**config.mk**
```make
export PLATFORM = sky130hd
export DESIGN_NAME = service_arbiter
export DESIGN_NICKNAME = d
export VERILOG_FILES = /design/src/rtl/service_arbiter.sv
export SDC_FILE = /design/constraint.sdc
export NUM_CORES = 1
export LEC_CHECK = 0
export ABC_AREA = 1
export ABC_CLOCK_PERIOD_IN_PS = 2900
export BUFFER_PORTS_ARGS = -buffer_cell sky130_fd_sc_hd__buf_2
export CAP_MARGIN = 20
export CORE_ASPECT_RATIO = 1.75
export CORE_MARGIN = 10
export CORE_UTILIZATION = 25
export CTS_BUF_LIST = sky130_fd_sc_hd__clkbuf_2 sky130_fd_sc_hd__clkbuf_4 sky130_fd_sc_hd__clkbuf_8
export DETAILED_ROUTE_END_ITERATION = 12
export GPL_ROUTABILITY_DRIVEN = 0
export GPL_TIMING_DRIVEN = 0
export PLACE_DENSITY_LB_ADDON = 0.08
export SYNTH_ARGS = -nofsm -noshare
export SYNTH_HDL_FRONTEND = slang
export SYNTH_SLANG_ARGS = --single-unit
```
**constraint.sdc**
```tcl
create_clock -name clk_osc -period 2.9 [get_ports clk_osc]
set_input_delay 0.435 -clock clk_osc [delete_from_list [all_inputs] [get_ports clk_osc]]
set_output_delay 0.435 -clock clk_osc [all_outputs]
set_load 0.005 [all_outputs]
```
**src/rtl/service_arbiter.sv**
```systemverilog
// Mode controller for the alarm clock: debounces buttons, picks the service that owns
// buttons and display, and sequences alarm ring -> mini-game -> dismissal.
module service_arbiter #(
  parameter int DEB_CYCLES = 4,
  parameter int DEB_W      = 20
) (
  input  logic       clk_osc,
  input  logic       rst_n,
  input  logic [4:0] push_raw,
  input  logic [3:0] svc_sw,
  input  logic       alarm_match,
  input  logic       game_win,
  input  logic       game_fail,
  output logic [4:0] push_time,
  output logic [4:0] push_alarm,
  output logic [4:0] push_sw,
  output logic [4:0] push_game,
  output logic       game_start,
  output logic [2:0] disp_sel,
  output logic       ringing
);

  typedef enum logic [2:0] {
    CLOCK  = 3'd0,
    TSET   = 3'd1,
    ASET   = 3'd2,
    SWATCH = 3'd3,
    RING   = 3'd4,
    GAME   = 3'd5
  } state_t;

  localparam logic [DEB_W-1:0] DEB_LAST = DEB_W'(DEB_CYCLES - 1);

  logic [4:0]       push_p0, push_p1;
  logic [3:0]       sw_p0, sw_p1;
  logic             match_p0, match_prev;
  logic [DEB_W-1:0] deb_cnt [5];
  logic [4:0]       deb_lvl;
  logic [4:0]       pulse_p2;
  logic             ring_rise;

  state_t     state, next;
  logic [4:0] time_d, alarm_d, sw_d, game_d;
  logic       start_d, ring_d;

  // Input synchronisers; the alarm edge flops reset high so a match already
  // present when reset releases is not seen as a rising edge.
  always_ff @(posedge clk_osc or negedge rst_n) begin
    if (!rst_n) begin
      push_p0    <= '0;
      push_p1    <= '0;
      sw_p0      <= '0;
      sw_p1      <= '0;
      match_p0   <= 1'b1;
      match_prev <= 1'b1;
    end else begin
      push_p0    <= push_raw;
      push_p1    <= push_p0;
      sw_p0      <= svc_sw;
      sw_p1      <= sw_p0;
      match_p0   <= alarm_match;
      match_prev <= match_p0;
    end
  end

  // Debounce: level flips after DEB_CYCLES consecutive differing samples
  always_ff @(posedge clk_osc or negedge rst_n) begin
    if (!rst_n) begin
      for (int i = 0; i < 5; i++) deb_cnt[i] <= '0;
      deb_lvl  <= '0;
      pulse_p2 <= '0;
    end else begin
      for (int i = 0; i < 5; i++) begin
        pulse_p2[i] <= 1'b0;
        if (push_p1[i] == deb_lvl[i]) begin
          deb_cnt[i] <= '0;
        end else if (deb_cnt[i] == DEB_LAST) begin
          deb_cnt[i]  <= '0;
          deb_lvl[i]  <= push_p1[i];
          pulse_p2[i] <= push_p1[i];
        end else begin
          deb_cnt[i] <= deb_cnt[i] + 1'b1;
        end
      end
    end
  end

  assign ring_rise = match_p0 & ~match_prev & sw_p1[0];

  always_ff @(posedge clk_osc or negedge rst_n) begin
    if (!rst_n) state <= CLOCK;
    else        state <= next;
  end

  always_comb begin
    next = state;
    case (state)
      CLOCK, TSET, ASET, SWATCH: begin
        if (ring_rise)      next = RING;
        else if (sw_p1[3])  next = TSET;
        else if (sw_p1[2])  next = ASET;
        else if (sw_p1[1])  next = SWATCH;
        else                next = CLOCK;
      end
      RING: begin
        if (!sw_p1[0])        next = CLOCK;
        else if (pulse_p2[4]) next = GAME;
      end
      GAME: begin
        if (!sw_p1[0])      next = CLOCK;
        else if (game_win)  next = CLOCK;
        else if (game_fail) next = RING;
      end
      default: next = CLOCK;
    endcase
  end

  // Pulses follow the current state, so a press coinciding with a change lands on the old bus
  always_comb begin
    time_d  = '0;
    alarm_d = '0;
    sw_d    = '0;
    game_d  = '0;
    case (state)
      TSET:    time_d  = pulse_p2;
      ASET:    alarm_d = pulse_p2;
      SWATCH:  sw_d    = pulse_p2;
      GAME:    game_d  = pulse_p2;
      default: ;
    endcase
    start_d = (state == RING) && (next == GAME);
    ring_d  = (next == RING) || (next == GAME);
  end

  always_ff @(posedge clk_osc or negedge rst_n) begin
    if (!rst_n) begin
      push_time  <= '0;
      push_alarm <= '0;
      push_sw    <= '0;
      push_game  <= '0;
      game_start <= 1'b0;
      disp_sel   <= 3'd0;
      ringing    <= 1'b0;
    end else begin
      push_time  <= time_d;
      push_alarm <= alarm_d;
      push_sw    <= sw_d;
      push_game  <= game_d;
      game_start <= start_d;
      disp_sel   <= next;
      ringing    <= ring_d;
    end
  end

endmodule

```
# Word level (Yosys, flattened, before mapping)
# Cells that the tools add are included.
# W data, S select, Z words.
classes:
  addsub: 5
  eq_ne: 17
  mux: 34
  n_bitwise: 8
  reduce_logical: 9
ops:
  columns: ["op", "n"]
  rows:
  - ["$mux W20", 10]
  - ["$add A20 B1 Y20 const B", 5]
  - ["$eq A20 B2 Y1 const B", 5]
  - ["$mux W5", 4]
  - ["$mux W3", 6]
  - ["$eq A3 B3 Y1 const B", 4]
  - ["$mux W1", 10]
  - ["$reduce_and A2 Y1", 5]
  - ["$pmux W3 S3", 1]
  - ["$eq A3 B2 Y1 const B", 2]
  - ["$mux W2", 3]
  - ["$not A1 Y1", 6]
  - ["$eq A1 B1 Y1", 5]
  - ["$reduce_or A4 Y1", 1]
  - ["$eq A3 B1 Y1 const B", 1]
  - ["$logic_not A3 Y1", 1]
  - ["$and A1 B1 Y1", 2]
  - ["$logic_and A1 B1 Y1", 1]
  - ["$logic_or A1 B1 Y1", 1]
word_totals:
  reg_bits: 155
  input_bits: 14
  output_inout_bits: 25
  word_cells: 97

# Logic depth before layout (Yosys ltp)
# Gate-level depths: netlist (run 1).
logic_depth:
  word_depth: 7
  mapped_depth: 9

# Least setup slack after synthesis (run 1)
# Ideal clock, no wire load.
synth_path:
  path_kind: "reg-to-reg"
  from: "register deb_cnt[60] (netlist name)"
  to: "register deb_cnt[78] (netlist name)"
  arrival_time_ns: 1.225
  t_required_ns: 2.774
  path_slack_ns: 1.549
  stages_incl_launch_ff: 7
  cell_sequence: "dfrtp_1 -> ha_1 -> nand2_4 -> nor2_8 -> nand3_4 -> o21ai_0 -> a21oi_1"
synth_between:
  elab_chain_cells: 3
  elab_cells_between_ends: 4
synth_rtl:
  columns: ["element", "line_no", "source"]
  rows:
  - ["start, declared", "37", "logic [DEB_W-1:0] deb_cnt [5];"]
  - ["start signal, assigned by index", "82", "deb_cnt[i] <= deb_cnt[i] + 1'b1;"]
  - ["$add A20 B1 Y20 / $eq A20 B2 Y1 (equally long branches)", "82, 77", null]
  - ["$mux W20 *", "77", "end else if (deb_cnt[i] == DEB_LAST) begin"]
  - ["$mux W20 *", "75", "if (push_p1[i] == deb_lvl[i]) begin"]
# Mark *: on every way between the ends. The rest lies on a longest branch, timed or not.
# A chain may end at the register's enable or synchronous reset.

# Worst setup path in the final report (run 1)
layout_path:
  from: "register deb_cnt[20] (netlist name)"
  to: "register deb_cnt[38] (netlist name)"
# Same word-level chain as after synthesis.

==> results of run 1 <==
## registers in the layout (all words and copies together) (netlist names)
register,flops
push_p1,5
sw_p1,4
game_start,1
match_p0,1
match_prev,1
deb_cnt,100
disp_sel,3
push_alarm,5
pulse_p2,5
ringing,1
push_p0,5
deb_lvl,5
push_game,5
push_sw,5
push_time,5
sw_p0,4
## Yosys cell counts (all sizes together) (2+ instances only)
| master | instances |
|---|---|
| dfstp | 2 |
| clkinv | 6 |
| nand4 | 29 |
| a21oi | 10 |
| nor2 | 258 |
| buf | 5 |
| xor2 | 41 |
| nand3 | 51 |
| ha | 5 |
| a211oi | 6 |
| dfrtp | 153 |
| nand2 | 219 |
| xnor2 | 16 |
| inv | 76 |
| o21ai | 10 |
| nand3b | 4 |
| nor3 | 20 |
## routing by layer
| layer | track usage, % | vias to the layer above | wire [um] | part of all wire (%) |
|---|---|---|---|---|
| met4 | 4.51 | 0 | 459 | 2.3 |
| li1 | - | 3002 | - | - |
| met1 | 11.4 | 2765 | 7830 | 38 |
| met5 | 0 | - | 0 | 0 |
| met3 | 2.85 | 28 | 622 | 3.1 |
| met2 | 21.5 | 73 | 11400 | 56 |
## metrics by stage
step | setup slack, ns | power [mW] | instances | area, um2
floorplan | 1.55 | 2.91 | 915 | 7460
global placement | -1.32 | 3.22 | 1335 | 8130
detailed placement | 1.18 | 3.23 | 1336 | 8170
CTS | 1.16 | 4.84 | 1376 | 8600
global route | 1.06 | 5.01 | 1376 | 8600
finish | 1.19 | 4.71 | 1376 | 8600
## cell families after synthesis
family | count (synthesis)
compound gates | 27
buf+inv | 87
flops | 155
simple gates | 584
fa+ha+maj | 5
xor+xnor | 57
## layout make-up
class	instances	area (um2)
clock buffers	20	263
flip-flops and latches	155	3880
clock inverters	12	92.6
repair buffers	47	308
well taps	382	478
inverters	82	308
plain buffers	5	25.0
multi-input cells	673	3250
fillers	3176	20800
## how the worst max path moves through the flow
| stage | startpoint | endpoint | slack, ns | cells past startpoint |
|---|---|---|---|---|
| 2_1_floorplan | deb_cnt[60] | deb_cnt[78] | 1.55 | 6 |
| 3_3_place_gp | rst_n | pulse_p2[1] | -1.32 | 1 |
| 3_5_place_dp | deb_cnt[20] | deb_cnt[38] | 1.18 | 7 |
| 4_1_cts | deb_cnt[20] | deb_cnt[38] | 1.16 | 7 |
| 5_1_grt | deb_cnt[20] | deb_cnt[38] | 1.06 | 7 |
| 6_report | deb_cnt[20] | deb_cnt[38] | 1.19 | 7 |
## timing repair
| action | in CTS | in global routing |
|---|---|---|
| gates resized for setup | 0 | 0 |
| endpoints found under the hold margin | 77 | 0 |
| hold buffers | 8 | 0 |
## power by group through the flow
stage / logic (mW) / clock network (mW) / registers, mW
2_1_floorplan: 0.461 / 0 / 2.45
3_3_place_gp: 0.734 / 0 / 2.49
3_5_place_dp: 0.738 / 0 / 2.49
5_1_grt: 0.825 / 1.72 / 2.47
4_1_cts: 0.750 / 1.65 / 2.45
6_report: 0.711 / 1.55 / 2.44
==> flow_summary.json, run 1 <==
{
  "critPathKind": "flop to flop",
  "cts_tree": "built",
  "drt-initial-drc-count": 237,
  "synth-simple-area-share_pct": 33.9,
  "cts_buffer_depth": 2,
  "routedWlPerCell_um": 14.8,
  "ctsRootBufferMaster": "clkbuf_8",
  "hold_path_class": "primary input to flop",
  "maxCapViolCount": 0,
  "drive_above_1_share_pct": 11.4,
  "syn_nets": 934,
  "slew_violations": 0,
  "whs_path_depth": 1,
  "grt_usage_pct": 11.4,
  "layout_common_cells": "nor2_1 (237), nand2_1 (213), dfrtp_1 (153)",
  "r2r_slack_ns": 1.19,
  "fin_skew_ns": 0.0143,
  "grt_pass1_wl_um": 32900,
  "synth_edf_count": 0,
  "holdPathEnd": "push_p0[4]",
  "dieArea_um2": 37400,
  "status": "finished clean",
  "setup_viol": 0,
  "synth-adder-area-share_pct": 0.838,
  "power_density_nw_per_um2": 547,
  "worst_pin_slew_ns": 0.603,
  "ir_drop_v": 0.000331,
  "vias": 5868,
  "leakage_nw": 3.71,
  "ys_seq_area_share_pct": 52.0,
  "cts_setup_buffers": 0,
  "clk_pin_slew_ns": 0.09,
  "htree_levels": 4,
  "p_sw_share_pct": 33.3,
  "synth_compound_area_share_pct": 2.10,
  "cts_sinks": 155,
  "drt_wl_total_um": 20300,
  "drtAntennaViolNets": 0,
  "synth_area_per_cell_um2": 8.16,
  "yosys.area_share.xor_xnor_pct": 6.69,
  "first_pass_iters": 4,
  "p_int_mw": 3.14,
  "synth_top_family_by_area": "simple AND/OR/NAND/NOR gates",
  "cp_slowest_stage_delay_ns": 0.45,
  "synth_cell_types": 31,
  "num_antenna_cells": 0,
  "synthMuxAreaShare_pct": 0,
  "comb_power_share_pct": 15.1,
  "port_buffers": 38,
  "synth.largest_area_cell": "dfrtp_1",
  "cp_top_family": "simple AND/OR/NAND/NOR gates",
  "relSlewSlack_pct": 59.8,
  "clk_latency_ns": 0.50,
  "whs_ns": 0.0445,
  "drc_errors": 0,
  "syn_area_um2": 7460,
  "final_common_cell": "nor2_1",
  "crit_slowest_cell": "dfrtp_1",
  "hp-start": "push_raw[4]",
  "cp-start-kind": "flop",
  "fin_crit_sh_pct": 59.0,
  "required_ns": 3.32,
  "cp_num_buf_inv": 0,
  "syn_inst": 915,
  "rsz0062_at_grt": "false",
  "cp-end-kind": "flop",
  "die_h_um": 249,
  "clock.fmax_ghz": 0.584,
  "antenna_found_initial": 0,
  "dp_hpwl_um": 15200,
  "synth_top_area_share_pct": 51.3,
  "cp_cell_sequence": "ha_1 -> nand2_1 -> nor2_2 -> nand2_1 -> nor2_2 -> nand3_1 -> a21oi_1",
  "initial_core_util_pct": 25.4,
  "crit_arrival_ns": 2.13,
  "rr_worst_depth": 7,
  "via_per_inst": 4.26,
  "synth_area_leaders": "dfrtp_1 (51%), nor2_1 (12%), nand2_1 (11%)",
  "core_um2": 29400,
  "fin_crit_ns": 1.71,
  "die_w_um": 151,
  "synthFlopType": "dfrtp_1",
  "final_hold_viol_count": 0,
  "tns_ns": 0,
  "p_clk_share_pct": 33.0,
  "fin_util_pct": 29.3,
  "grt_pass1_vias": 6301,
  "syn_to_final_growth_pct": 15.3,
  "rows": 83,
  "io_pins": 39,
  "grt_max_degree": 84,
  "p_switching_mw": 1.57,
  "async_flop_share_pct": 100,
  "cts_made_buffers": 17,
  "yosysWarnings": 0,
  "r2r_start": "deb_cnt[20]",
  "cp_max_fo": 5,
  "grt-ovfl-total": 0,
  "rr_endpoint": "deb_cnt[38]",
  "layout.nets": 1000,
  "ys_ff_latch": 155,
  "seqPwrFrac_pct": 51.9
}
Note: power is estimated with default switching activity, not from simulation.
==> inputs of run 2 (changes only) <==
ABC_AREA = 0   (was 1)
ABC_CLOCK_PERIOD_IN_PS = 1630   (was 2900)
clock period = 1.63 ns   (was 2.9 ns; I/O delays follow)
==> run 2 against run 1 <==
The flow now finishes with violations (negative setup slack); final area grew 12%; fmax decreased by 9.6%; area after synthesis fell by 8.1%; sequential power grew 78%; non-clock buffer count rose by 92; via count fell by 9.7%; final cell count fell by 15%; clock skew down 0.0012 ns; synthesized cell count shrank 30%; largest cell class unchanged; largest power group unchanged.
==> flow_summary.json, run 2 <==
{
  "synth_top_area_share_pct": 55.8,
  "synth_edf_count": 0,
  "fill_cells": 2720,
  "ys_seq_area_share_pct": 56.6,
  "die_w_um": 145,
  "leakage_nw": 3.84,
  "synth_area_leaders": "dfrtp_1 (56%), xnor2_1 (7.2%), nor2_1 (5.3%)",
  "dieArea_um2": 34700,
  "cts_tree": "built",
  "multiInputGateArea_um2": 3560,
  "relSlewSlack_pct": 48.6,
  "whs_ns": 0.189,
  "cp_top_family": "buffers and inverters",
  "core_um2": 27100,
  "fin_cells": 1166,
  "critPathKind": "flop to flop",
  "rsz0062_at_grt": "true",
  "post_dp_cell_area_um2": 7760,
  "cp_num_buf_inv": 3,
  "io_pins": 39,
  "r2r_start": "deb_cnt[80]",
  "required_ns": 2.02,
  "syn_nets": 655,
  "yosysWarnings": 0,
  "setup_viol": 101,
  "drt-initial-drc-count": 254,
  "ctsRootBufferMaster": "clkbuf_8",
  "rows": 80,
  "rr_endpoint": "deb_cnt[95]",
  "power_density_nw_per_um2": 1100,
  "clk_latency_ns": 0.49,
  "port_buffers": 38,
  "cp-end-kind": "flop",
  "syn_inst": 636,
  "rr_worst_depth": 8,
  "whs_path_depth": 4,
  "clock.fmax_ghz": 0.528,
  "holdPathEnd": "disp_sel[0]",
  "die_h_um": 239,
  "layout_common_cells": "dfrtp_1 (122), buf_4 (65), xnor2_1 (56)",
  "cp_max_fo": 5,
  "antenna_found_initial": 0,
  "crit_slowest_cell": "dfrtp_1",
  "grt_pass1_vias": 5674,
  "clk_pin_slew_ns": 0.09,
  "cts_made_buffers": 17,
  "ys_ff_latch": 155,
  "dp_hpwl_um": 11400,
  "setup_ws_ns": -0.264,
  "crit_arrival_ns": 2.28,
  "hp-start": "game_fail",
  "synth_area_per_cell_um2": 10.8,
  "yosys-top-cells-count": "dfrtp_1 (153), nor2_1 (96), xnor2_1 (56)",
  "via_per_inst": 4.54,
  "syn_to_final_growth_pct": 40.4,
  "grt_pass1_wl_um": 29700,
  "final_common_cell": "dfrtp_1",
  "grt_usage_pct": 10.6,
  "grt_max_degree": 96,
  "cp-start-kind": "flop",
  "layout.nets": 803,
  "drt_wl_total_um": 17900,
  "drc_errors": 0,
  "hold_path_class": "primary input to flop",
  "routedWlPerCell_um": 15.4,
  "ir_drop_v": 0.000553,
  "r2r_slack_ns": -0.26,
  "violations": "negative setup slack",
  "fin_util_pct": 35.5,
  "cts_buffer_depth": 2,
  "grt-ovfl-total": 0,
  "cp_cell_sequence": "ha_4 -> nor4b_4 -> nand4_1 -> buf_4 -> o41ai_4 -> buf_6 -> clkbuf_16 -> nor2_1",
  "syn_area_um2": 6860,
  "synthFlopType": "dfrtp_1",
  "first_pass_iters": 5,
  "fin_crit_sh_pct": 116,
  "largest_reg_flops": 100,
  "cp_slowest_stage_delay_ns": 0.40,
  "worstSetupStartpoint": "deb_cnt[80]",
  "yosysMostFrequentCell": "dfrtp_1",
  "drtAntennaViolNets": 0,
  "maxCapViolCount": 0,
  "final_hold_viol_count": 0,
  "synth.largest_area_cell": "dfrtp_1",
  "async_flop_share_pct": 100,
  "place_ws_ns": -0.606,
  "synth_cell_types": 43,
  "cts_sinks": 155,
  "top_register": "deb_cnt",
  "regArea_um2": 3920,
  "fin_crit_ns": 1.89,
  "slew_violations": 0,
  "vias": 5296,
  "fin_skew_ns": 0.0131,
  "drive_above_1_share_pct": 41.5,
  "num_antenna_cells": 0,
  "htree_levels": 4,
  "finalInstanceArea_um2": 9630,
  "status": "finished, violations left",
  "worst_pin_slew_ns": 0.771,
  "dp.cells": 1044,
  "initial_core_util_pct": 25.3
}
## run 2: changes by cell type after synthesis, sizes merged, moves of 23 or more
cell / before / now
nand2: 219 / 22
xor2: 41 / 18
nor2: 258 / 96
nor4: 1 / 38
inv: 76 / 16
xnor2: 16 / 56
## run 2: metrics by stage
| step | setup TNS [ns] | power, mW |
|---|---|---|
| final | -17.71 | 10.6 |
| after global routing | -27.71 | 11.2 |
| after CTS | -20.17 | 10.4 |
| after detailed placement | -45.54 | 5.98 |
| after global placement | -389.78 | 5.97 |
| after floorplan | -7.91 | 5.46 |
## run 2: layer usage
metal / share of wire, % / wire length [um] / vias to the layer above / track usage (%)
met2: 54 / 9770 / 80 / 19.3
met3: 3.0 / 542 / 28 / 3.09
met1: 40 / 7210 / 2647 / 11.1
met5: 0 / 0 / - / 0
li1: - / - / 2541 / -
met4: 2.3 / 411 / 0 / 4.31
## run 2: worst max-delay path by stage
stage	endpoint	cells past startpoint
floorplan	deb_lvl[1]	6
CTS	deb_cnt[66]	8
global placement	deb_cnt[89]	1
global route	deb_cnt[90]	8
detailed placement	deb_cnt[73]	5
finish	deb_cnt[95]	8
## run 2: final cells by class
| cell class | instances | area share, % |
|---|---|---|
| clock buffer | 19 | 2.72 |
| buffer | 10 | 1.13 |
| inverter | 16 | 0.624 |
| timing repair buffer | 134 | 11.1 |
| clock inverter | 13 | 1.96 |
| tap | 369 | 4.79 |
| multi-input combinational | 450 | 36.9 |
| sequential | 155 | 40.7 |
## run 2: worst reg2reg max path, stage by stage, from the launching register on
cell,delay (ns)
dfrtp_1,0.40
ha_4,0.18
nor4b_4,0.22
nand4_1,0.18
buf_4,0.19
o41ai_4,0.26
buf_6,0.18
clkbuf_16,0.14
nor2_1,0.04
## run 2: timing repair
item,in CTS,in global routing
gates resized for setup,103,84
pin swaps,40,27
buffers inserted,48,35
hold endpoints to repair,102,0
setup endpoints to repair,109,109
hold buffers,11,0
gates cloned,4,1
## run 2: logic make-up (layout without fill, tap and decap cells)
kind of cell / Yosys count / in the layout / synth area share [%]
flops: 155 / 155 / 56.6
buf+inv: 31 / 192 / 1.93
compound gates: 44 / 44 / 4.43
mux: 11 / 11 / 1.70
xor+xnor: 74 / 74 / 9.45
simple gates: 316 / 316 / 25.0
fa+ha+maj: 5 / 5 / 0.912
## run 2: power by group
| group | leakage, nW | switching, mW | total [mW] | internal [mW] |
|---|---|---|---|---|
| clock | 0.223 | 1.58 | 3.34 | 1.76 |
| combinational | 1.58 | 1.45 | 2.93 | 1.49 |
| sequential | 2.04 | 0.250 | 4.34 | 4.09 |
| total | 3.84 | 3.28 | 10.6 | 7.34 |
==> inputs of run 3 (changes only) <==
CORE_ASPECT_RATIO = not set   (was 1.75)
REMOVE_ABC_BUFFERS = 1   (was not set)
==> run 3 against run 2 <==
The flow still finishes with violations (negative setup slack); flip-flop and latch count unchanged; sequential share of layout area grew 0.70 points; final cell count fell by 3.3%; first-iteration DRC count up 13%; sequential power grew 2%; largest cell class unchanged.
==> flow_summary.json, run 3 (synthesized netlist as in run 2, its figures left out) <==
{
  "drive_above_1_share_pct": 41.4,
  "power_density_nw_per_um2": 1060,
  "setup_viol": 100,
  "fin_crit_sh_pct": 111,
  "setup_ws_ns": -0.181,
  "rsz0062_at_grt": "true",
  "fin_cells": 1128,
  "clock.fmax_ghz": 0.552,
  "p_switching_mw": 3.02,
  "core_um2": 27000,
  "final_common_cell": "dfrtp_1",
  "vias": 5215,
  "die_h_um": 186,
  "cp_top_family": "simple AND/OR/NAND/NOR gates",
  "grt-ovfl-total": 0,
  "cp_num_buf_inv": 0,
  "final_hold_viol_count": 0,
  "clk_latency_ns": 0.46,
  "drt_wl_total_um": 16800,
  "top_register": "deb_cnt",
  "fin_util_pct": 35.2,
  "num_antenna_cells": 0,
  "dp.cells": 1003,
  "p_int_mw": 7.04,
  "antenna_found_initial": 2,
  "slew_violations": 0,
  "ctsRootBufferMaster": "clkbuf_8",
  "htree_levels": 4,
  "p_total_mw": 10.1,
  "cp_max_fo": 6,
  "cts_sinks": 155,
  "grt_max_degree": 98,
  "critPathKind": "flop to flop",
  "finalInstanceArea_um2": 9490,
  "crit_arrival_ns": 2.14,
  "layout_common_cells": "dfrtp_1 (113), buf_4 (64), xnor2_1 (56)",
  "grt_usage_pct": 10.1,
  "tns_ns": -11.28,
  "violations": "negative setup slack",
  "drc_errors": 0,
  "post_dp_cell_area_um2": 7530,
  "hold_path_class": "primary input to flop",
  "grt_pass1_wl_um": 28100,
  "relSlewSlack_pct": 63.6,
  "status": "finished, violations left",
  "worst_pin_slew_ns": 0.545,
  "ir_drop_v": 0.000390,
  "place_ws_ns": -0.658,
  "whs_ns": 0.154,
  "largest_reg_flops": 100,
  "cp-end-kind": "flop",
  "grt_pass1_vias": 5443,
  "fin_skew_ns": 0.0153,
  "comb_power_share_pct": 24.3,
  "via_per_inst": 4.62,
  "maxCapViolCount": 0,
  "drtAntennaViolNets": 0,
  "first_pass_iters": 4,
  "cts_buffer_depth": 2,
  "cts_tree": "built",
  "seqPwrFrac_pct": 43.9,
  "fin_crit_ns": 1.81,
  "port_buffers": 38,
  "p_clk_share_pct": 31.8,
  "crit_slowest_cell": "or4_4",
  "cp_cell_sequence": "nor4_4 -> nand4_1 -> or4_4 -> mux2_2",
  "leakage_nw": 3.78,
  "dieArea_um2": 34500,
  "syn_to_final_growth_pct": 38.4,
  "fill_cells": 2632,
  "initial_core_util_pct": 25.5,
  "cp-start-kind": "flop",
  "clk_pin_slew_ns": 0.09,
  "die_w_um": 186,
  "drt-initial-drc-count": 286,
  "routedWlPerCell_um": 14.9,
  "cp_slowest_stage_delay_ns": 0.48,
  "layout.nets": 794,
  "required_ns": 1.96,
  "rows": 60,
  "p_sw_share_pct": 30.0,
  "io_pins": 39,
  "cts_made_buffers": 17,
  "dp_hpwl_um": 10300
}
==> run 3: final cells by class <==
type,count,area [um2],share of cell area (%)
sequential,155,3930,41.4
multi-input combinational,450,3590,37.9
clock buffer,19,262,2.75
tap,341,427,4.49
timing repair buffer,135,1050,11.0
clock inverter,12,171,1.81
inverter,16,60.1,0.633
==> run 3: what timing repair did <==
item                                    in CTS  in global routing
hold endpoints to repair                    68                  0
gates cloned                                 2                  0
pin swaps                                   82                 33
hold buffers                                11                  0
endpoints found under the setup margin     109                112
buffers inserted                            60                 23
gates resized for setup                    124                 76
==> run 3: power groups by stage <==
| stage | Clock, mW | Combinational [mW] | Sequential, mW |
|---|---|---|---|
| 6_report | 3.19 | 2.44 | 4.42 |
| 5_1_grt | 3.49 | 2.66 | 4.46 |
| 4_1_cts | 3.34 | 2.17 | 4.40 |
| 3_5_place_dp | 0 | 1.36 | 4.45 |
| 3_3_place_gp | 0 | 1.16 | 4.43 |
| 2_1_floorplan | 0 | 0.758 | 4.37 |
==> run 3: tightest hold or removal path: cells and delay by family <==
kind | cells | cell delay, ns
AOI/OAI and AO/OA | 1 | 0.09
buffers and inverters | 1 | 0.07
muxes | 1 | 0.11
and+or+nand+nor | 1 | 0.04
==> run 3: metal layers <==
layer,GRT usage [%],up-vias,wire length (um)
met5,0,-,0
met4,4.51,0,351
met3,2.38,22,611
met2,15.9,71,8000
met1,13.0,2606,7880
li1,-,2516,-
==> run 3: worst paths after layout <==
path / start / endpoint / slack (ns) / cells after the start
setup / recovery: deb_cnt[35] / deb_lvl[3] / -0.18 / 4
hold / removal: game_fail / disp_sel[0] / 0.15 / 4
setup reg to reg: deb_cnt[35] / deb_lvl[3] / -0.18 / 4
hold reg to reg: sw_p0[0] / sw_p1[0] / 0.35 / 0
max in group asynchronous: rst_n / deb_cnt[35] / 0.47 / 3
min in group asynchronous: rst_n / deb_cnt[68] / 0.30 / 2
